`src/rtl/io_sequencer_pkg.sv`:
```
// io_sequencer_pkg: shared state encodings, requester IDs and phase-counter type for the I/O sequencer
package io_sequencer_pkg;
    localparam int CNT_W = 4;
    typedef logic [CNT_W-1:0] cnt_t;
    localparam logic [1:0] ST_IDLE   = 2'd0;
    localparam logic [1:0] ST_SETUP  = 2'd1;
    localparam logic [1:0] ST_STROBE = 2'd2;
    localparam logic [1:0] ST_HOLD   = 2'd3;
    localparam logic REQ_CPU = 1'b0;
    localparam logic REQ_DMA = 1'b1;
    // A phase lasting cyc cycles counts down from cyc-1 to 0.
    function automatic cnt_t cyc_load(int cyc);
        return cnt_t'(cyc - 1);
    endfunction
endpackage

```
`src/rtl/io_sequencer_rr_arb2.sv`:
```
// rr_arb2: 2-way round-robin arbiter for the I/O sequencer
//   clk_i, rst_i   clock, async active-high reset
//   req_i[1:0]     requests indexed by requester ID (REQ_CPU / REQ_DMA)
//   enable_i       arbitration allowed this cycle
//   gnt_valid_o    a grant is issued this cycle
//   gnt_id_o       ID of the granted requester
module rr_arb2
    import io_sequencer_pkg::*;
(
    input  logic       clk_i,
    input  logic       rst_i,
    input  logic [1:0] req_i,
    input  logic       enable_i,
    output logic       gnt_valid_o,
    output logic       gnt_id_o
);
    logic last_q;
    assign gnt_valid_o = enable_i && (|req_i);
    // On a tie the requester that did not win last time goes next.
    assign gnt_id_o = (&req_i) ? ~last_q : req_i[REQ_DMA];
    // Reset to DMA so the CPU wins the first tie.
    always_ff @(posedge clk_i or posedge rst_i) begin
        if (rst_i) last_q <= REQ_DMA;
        else if (gnt_valid_o) last_q <= gnt_id_o;
    end
endmodule

```
`src/rtl/io_sequencer.sv`:
```
// io_sequencer: shares the 16-bit peripheral data port between CPU PIO and DMA with SETUP/STROBE/HOLD timing
//   clk_i, rst_i                         clock, async active-high reset
//   cpu_req_i/cpu_rw_i/cpu_wdata_i       CPU request (rw 1 = read), held until cpu_ack_o
//   dma_req_i/dma_rw_i/dma_wdata_i       DMA request (rw 1 = read), held until dma_ack_o
//   cpu_ack_o, dma_ack_o                 1-cycle completion pulses
//   rdata_o                              last captured read data
//   port_ena_n_o, port_r_w_o, port_wdata_o, port_rdata_i, cs_n_o   peripheral port side
//   busy_o                               high outside IDLE
module io_sequencer
    import io_sequencer_pkg::*;
#(
    parameter int SETUP_CYC  = 2,
    parameter int STROBE_CYC = 3,
    parameter int HOLD_CYC   = 1
) (
    input  logic        clk_i,
    input  logic        rst_i,
    input  logic        cpu_req_i,
    input  logic        cpu_rw_i,
    input  logic [15:0] cpu_wdata_i,
    output logic        cpu_ack_o,
    input  logic        dma_req_i,
    input  logic        dma_rw_i,
    input  logic [15:0] dma_wdata_i,
    output logic        dma_ack_o,
    output logic [15:0] rdata_o,
    output logic        port_ena_n_o,
    output logic        port_r_w_o,
    output logic [15:0] port_wdata_o,
    input  logic [15:0] port_rdata_i,
    output logic        cs_n_o,
    output logic        busy_o
);
    localparam cnt_t SETUP_LD  = cyc_load(SETUP_CYC);
    localparam cnt_t STROBE_LD = cyc_load(STROBE_CYC);
    localparam cnt_t HOLD_LD   = cyc_load(HOLD_CYC);
    logic [1:0]  state_q, state_d;
    cnt_t        cnt_q, cnt_d;
    logic        rw_q, id_q, cpu_ack_q, dma_ack_q;
    logic [15:0] wdata_q, rdata_q;
    logic [1:0]  req;
    logic        gnt_valid, gnt_id, done, idle, grant, capture, finish;
    // A requester still holding REQ during its ACK cycle must not be re-granted.
    assign req     = {dma_req_i && !dma_ack_q, cpu_req_i && !cpu_ack_q};
    assign idle    = state_q == ST_IDLE;
    assign done    = cnt_q == '0;
    assign grant   = idle && gnt_valid;
    assign capture = state_q == ST_STROBE && done && rw_q;
    assign finish  = state_q == ST_HOLD && done;
    rr_arb2 u_arb (
        .clk_i      (clk_i),
        .rst_i      (rst_i),
        .req_i      (req),
        .enable_i   (idle),
        .gnt_valid_o(gnt_valid),
        .gnt_id_o   (gnt_id)
    );
    always_comb begin
        state_d = state_q;
        cnt_d   = done ? cnt_q : cnt_q - cnt_t'(1);
        case (state_q)
            ST_IDLE:   if (gnt_valid) begin state_d = ST_SETUP;  cnt_d = SETUP_LD;  end
            ST_SETUP:  if (done)      begin state_d = ST_STROBE; cnt_d = STROBE_LD; end
            ST_STROBE: if (done)      begin state_d = ST_HOLD;   cnt_d = HOLD_LD;   end
            default:   if (done)      state_d = ST_IDLE;
        endcase
    end
    always_ff @(posedge clk_i or posedge rst_i) begin
        if (rst_i) begin
            state_q   <= ST_IDLE;
            cnt_q     <= '0;
            rw_q      <= 1'b1;
            id_q      <= REQ_CPU;
            wdata_q   <= '0;
            rdata_q   <= '0;
            cpu_ack_q <= 1'b0;
            dma_ack_q <= 1'b0;
        end else begin
            state_q   <= state_d;
            cnt_q     <= cnt_d;
            cpu_ack_q <= finish && id_q == REQ_CPU;
            dma_ack_q <= finish && id_q == REQ_DMA;
            if (grant) begin
                id_q    <= gnt_id;
                rw_q    <= gnt_id ? dma_rw_i : cpu_rw_i;
                wdata_q <= gnt_id ? dma_wdata_i : cpu_wdata_i;
            end
            if (capture) rdata_q <= port_rdata_i;
        end
    end
    // Port controls are decoded from registered state only, so reset forces them idle at once
    // and ENA_n can only go low while R_W is low.
    assign port_r_w_o   = idle || rw_q;
    assign port_ena_n_o = idle || rw_q;
    assign cs_n_o       = state_q != ST_STROBE;
    assign port_wdata_o = wdata_q;
    assign rdata_o      = rdata_q;
    assign cpu_ack_o    = cpu_ack_q;
    assign dma_ack_o    = dma_ack_q;
    assign busy_o       = !idle;
endmodule

```
`config.mk`:
```
export PLATFORM = sky130hd
export DESIGN_NAME = io_sequencer
export DESIGN_NICKNAME = d
export VERILOG_FILES = /design/src/rtl/io_sequencer_pkg.sv /design/src/rtl/io_sequencer_rr_arb2.sv /design/src/rtl/io_sequencer.sv
export SDC_FILE = /design/constraint.sdc
export NUM_CORES = 1
export LEC_CHECK = 0
export BUFFER_PORTS_ARGS = -buffer_cell sky130_fd_sc_hd__buf_2
export CORE_ASPECT_RATIO = 0.75
export CORE_MARGIN = 2
export CORE_UTILIZATION = 35
export CTS_CLUSTER_DIAMETER = 200
export CTS_CLUSTER_SIZE = 28
export DETAILED_ROUTE_END_ITERATION = 6
export MAX_ROUTING_LAYER = met4
export PLACE_DENSITY_LB_ADDON = 0.1
export REMOVE_ABC_BUFFERS = 1
export SLEW_MARGIN = 20
export SYNTH_ARGS = -nofsm -noshare
export SYNTH_HDL_FRONTEND = slang
export SYNTH_SLANG_ARGS = --single-unit
export TNS_END_PERCENT = 50
```
`constraint.sdc`:
```
create_clock -name clk_i -period 1.55 [get_ports clk_i]
set_input_delay 0.31 -clock clk_i [delete_from_list [all_inputs] [get_ports clk_i]]
set_output_delay 0.31 -clock clk_i [all_outputs]
set_load 0.05 [all_outputs]
```
After elaboration in Yosys (flattened, before gate mapping)
Cells that the tools add are included.
{"block": "word_totals", "ff_bits": 43, "output_inout_bits": 38, "word_cells": 51}
{"block": "op_classes", "add_sub_neg": 1, "eq_ne": 7, "n_mux": 13, "bitwise": 2, "n_reduce_logical": 19}
{"operator": "$mux 16", "n": 1}
{"operator": "$mux 4", "n": 4}
{"operator": "$pmux 4 s3", "n": 1}
{"operator": "$logic_and 1x1->1", "n": 9}
{"operator": "$mux 2", "n": 4}
{"operator": "$ne 2x2->1 const B", "n": 4}
{"operator": "$pmux 2 s3", "n": 1}
{"operator": "$eq 2x2->1 const B", "n": 2}
{"operator": "$logic_not 4->1", "n": 1}
{"operator": "$reduce_and 4->1", "n": 1}
{"operator": "$sub 4x1->4 const B", "n": 1}
{"operator": "$logic_not 1->1", "n": 3}
{"operator": "$eq 2x1->1 const B", "n": 1}
{"operator": "$logic_not 2->1", "n": 1}
{"operator": "$mux 1", "n": 2}
{"operator": "$not 1->1", "n": 2}
{"operator": "$reduce_and 2->1", "n": 1}
{"operator": "$reduce_bool 2->1", "n": 1}
{"operator": "$reduce_or 2->1", "n": 1}
{"operator": "$logic_or 1x1->1", "n": 1}

Longest topological paths before layout
{"block": "logic_depth", "ltp_word": 6, "depth_mapped": 8, "depth_no_buf": 8}

Modules after synthesis
Synthesis repeated with hierarchy kept, for this count alone.
{"block": "unflattened", "hier_cells": 173, "hier_area_um2": 2049.5}
{"module": "io_sequencer", "instances": 1, "cells_per_inst": 167, "area_per_inst_um2": 1993.2}
{"module": "rr_arb2", "instances": 1, "cells_per_inst": 6, "area_per_inst_um2": 56.3}

Worst setup path after synthesis
Ideal clock, no wire load.
{"block": "synth_timing", "kind": "flip-flop to output port", "from": "register state_q[0]", "to": "output port port_r_w_o", "arrival_ns": 1.395, "required_time_ns": 1.240, "slack_ns": -0.155, "stages_incl_launch_ff": 6, "path_cell_list": "dfrtp_1 > inv_1 > ha_1 > buf_2 > or2_2 > buf_4"}
{"block": "synth_via", "elab_chain_len": 2}
{"item": "start, declared", "line_no": "io_sequencer.sv:37", "text": "logic [1:0] state_q, state_d;"}
{"item": "start signal, assigned", "line_no": "io_sequencer.sv:79", "text": "state_q <= state_d;"}
{"item": "$logic_not 2->1", "line_no": "io_sequencer.sv:45", "text": "assign idle = state_q == ST_IDLE;"}
{"item": "$logic_or 1x1->1"}
{"item": "end, declared", "line_no": "io_sequencer.sv:28", "text": "output logic port_r_w_o,"}
No other way between the ends.

Worst setup path after layout
{"block": "layout_timing", "from": "register state_q[0]", "to": "register state_q[1]"}
{"block": "layout_via", "elab_chain_len": 4}
{"item": "$logic_not 2->1", "line_no": "io_sequencer.sv:45, io_sequencer.sv:61"}
{"item": "$logic_and 1x1->1", "line_no": "io_sequencer_rr_arb2.sv:18", "text": "assign gnt_valid_o = enable_i && (|req_i);"}
{"item": "$ne 2x2->1 (no source line)"}
{"item": "$reduce_and 4->1 (no source line)"}
Parallel ways exist; a longest one is shown, timed or not.
A chain may end at the register's enable or synchronous reset.

==> run_results.csv <==
group,metric,value,unit
floorplan,io_pins,92,
floorplan,die_area,6580,sq um
clock_network,clockBufferDepth,2,
critical_path,crit_type,"reg -> reg",
sta,clock_skew,0.00394,ns
place,io_buffers,91,
sta,finalHoldViolCount,0,
clock_network,cts_tree,"yes",
place,dpl.hpwl,3290,um
global_route,grt_max_degree,44,
routing,ant_nets,0,
critical_path,cp-start-kind,"flop",
routing,drtIter0Drc,71,
sta,drv_slew,0,
outcome,status,"complete, but fails checks",
final_layout,final_common_cell,"buf_2",
synth,synthCells,176,
clock_network,clock-root-buffer,"clkbuf_8",
final_layout,drive_gt1_frac,0.605,
floorplan,coreArea,5770,sq um
place,gp_congestion,0.790,
synth,ys_warn_count,0,
global_route,grt_pass1_wl,7540,um
clock_network,clkSlewWorstSetupHoldPaths,0.08,ns
final_layout,area_growth,52.3,%
pwr,peakVddDrop,0.840,mV
critical_path,end_kind,"flop",
final_layout,diodes,0,
min_path,hold_class,"in -> async",
routing,vias,1741,
routing,finalWirelength,5100,um
synth,ys_types,35,
routing,drc,0,
clock_network,h-tree-depth,2,
floorplan,start_util,0.360,
floorplan,die_w,93.0,um
final_layout,layout_common_cells,"buf_2 (87), dfrtp_1 (41), buf_4 (22)",
final_layout,nets,360,
synth,synth_area,2080,sq um
sta,period_minus_slack,1.72,ns
global_route,grt_pass1_vias,1598,
clock_network,numClockSinks,43,
flow_run,maxCapViolations,0,
outcome,violations,"setup timing",
sta,fin_hold_ws,0.0434,ns
sta,timing.fmax,582,MHz
clock_network,clkLatencyLatePin,0.29,ns
sta,rsz0062_at_grt,"yes",
global_route,track_usage,0.150,
synth,synth_seq_cells,43,
synth,ys.flop_type,"dfrtp_1",
sta,worstMarginPinSlew,0.490,ns
critical_path,crit_fanout,4,
critical_path,regToRegSetupSlack,-0.17,ns
synth,synth_area_per_cell,11.8,sq um
routing,first_pass_iters,4,
floorplan,rows,24,
pwr,leakage,0.00163,uW
synth,yosysSeqAreaShare,0.519,
pwr,power_per_cell_area,2510,nW/um^2
sta,finalSetupViolCount,21,
synth,synthArstFlopShare,1.00,
critical_path,rr_worst_depth,7,
final_layout,nFillCells,525,
global_route,antenna_found_initial,0,
critical_path,worstPathArrival,1.94,ns
clock_network,cts_made_buffers,5,
floorplan,die_y,70.7,um
critical_path,crit_required,1.77,ns
sta,period_share,1.11,
global_route,overflow,0,
place,pre_cts_ws,-0.114,ns
routing,wl_per_cell,13.4,um
routing,vias_per_cell,4.59,
synth,synth_edf_count,0,
sta,fin_ws,-0.168,ns
sta,max_slew_margin,0.673,
==> path summary, 6_finish.rpt <==
check	from	end
setup / recovery	state_q[0]$_DFFE_PP0P_	state_q[1]$_DFFE_PP0P_
hold / removal	rst_i	cnt_q[2]$_DFF_PP0_
setup reg to reg	state_q[0]$_DFFE_PP0P_	state_q[1]$_DFFE_PP0P_
hold reg to reg	id_q$_DFFE_PP0P_	cpu_ack_o$_DFF_PP0_
max in group asynchronous	rst_i	rw_q$_DFFE_PP1P_
min in group clk_i	port_rdata_i[10]	rdata_o[10]$_DFFE_PP0P_
==> metrics by stage <==
step           instance area, sq um  TNS (ns)  total power, uW  instances  utilization
4_1_cts                        3050    -0.673             7660        372        0.529
5_1_grt                        3170     -2.61             8420        379        0.549
3_3_place_gp                   2730     -1.12             6170        355        0.474
2_1_floorplan                  2000    -29.83             4930        166            -
6_report                       3170    -0.919             7960        379        0.549
3_5_place_dp                   2730     -1.61             6210        355        0.474
==> kinds of logic after synthesis <==
kind of cell	share of synthesized area
compound gates	0.0879
mux	0.214
flops	0.519
fa+ha+maj	0.0361
buf+inv	0.0536
simple gates	0.0897
==> worst max-delay path, cell delays in order, from the launching register on <==
cell and delay (ns):
dfrtp_1 0.40, buf_4 0.14, buf_6 0.11, ha_2 0.18, or2_4 0.26, o21a_1 0.19
mux2_4 0.26, a21oi_2 0.12
==> Yosys cell counts, drive strengths merged (2+ instances only) <==
library cell | count | area share
a21oi | 3 | 0.0072
or3 | 2 | 0.0066
or2 | 2 | 0.0060
nand2 | 20 | 0.036
mux2i | 17 | 0.082
nor2 | 6 | 0.011
o21ai | 20 | 0.048
inv | 8 | 0.014
a31oi | 2 | 0.0060
dfstp | 2 | 0.025
buf | 9 | 0.037
ha | 6 | 0.036
nand2b | 2 | 0.0060
nor2b | 2 | 0.0060
mux2 | 21 | 0.13
and3 | 2 | 0.0090
dfrtp | 41 | 0.49
==> where the power goes <==
part / leakage, uW / internal (uW) / switching, uW
clock network: 0.0000612 / 522 / 384
registers: 0.000536 / 1660 / 281
logic: 0.00103 / 2070 / 3040
==> repair_timing <==
| item | in CTS | in global routing |
|---|---|---|
| buffers inserted | 7 | 4 |
| pin swaps | 4 | 5 |
| gates resized for setup | 30 | 21 |
| hold buffers | 0 | 0 |
| cloned | 2 | 3 |
| endpoints found under the setup margin | 36 | 44 |
==> per-layer routing <==
layer | part of all wire | wire length, um | up-vias | GRT usage
met1 | 0.48 | 2440 | 815 | 0.200
li1 | - | - | 855 | -
met5 | 0 | 0 | - | -
met4 | 0.017 | 85 | 0 | 0.0588
met3 | 0.052 | 263 | 9 | 0.0383
met2 | 0.45 | 2310 | 62 | 0.221
==> flip-flops by register name (all words and copies together) (netlist names) <==
register / flops
cnt_q: 4
cpu_ack_o: 1
dma_ack_o: 1
id_q: 1
port_wdata_o: 16
rdata_o: 16
rw_q: 1
state_q: 2
u_arb.last_q: 1
==> area by class of cell <==
type                    count  area (sq um)  share of cell area
flip-flops and latches     43          1080               0.341
multi-input cells         116           990               0.313
repair buffers            126           850               0.268
well taps                  78          97.6              0.0308
clock buffers               6          82.6              0.0261
clock inverters             2          35.0              0.0111
inverters                   8          32.5              0.0103
Power figures use the tool's default switching activity.
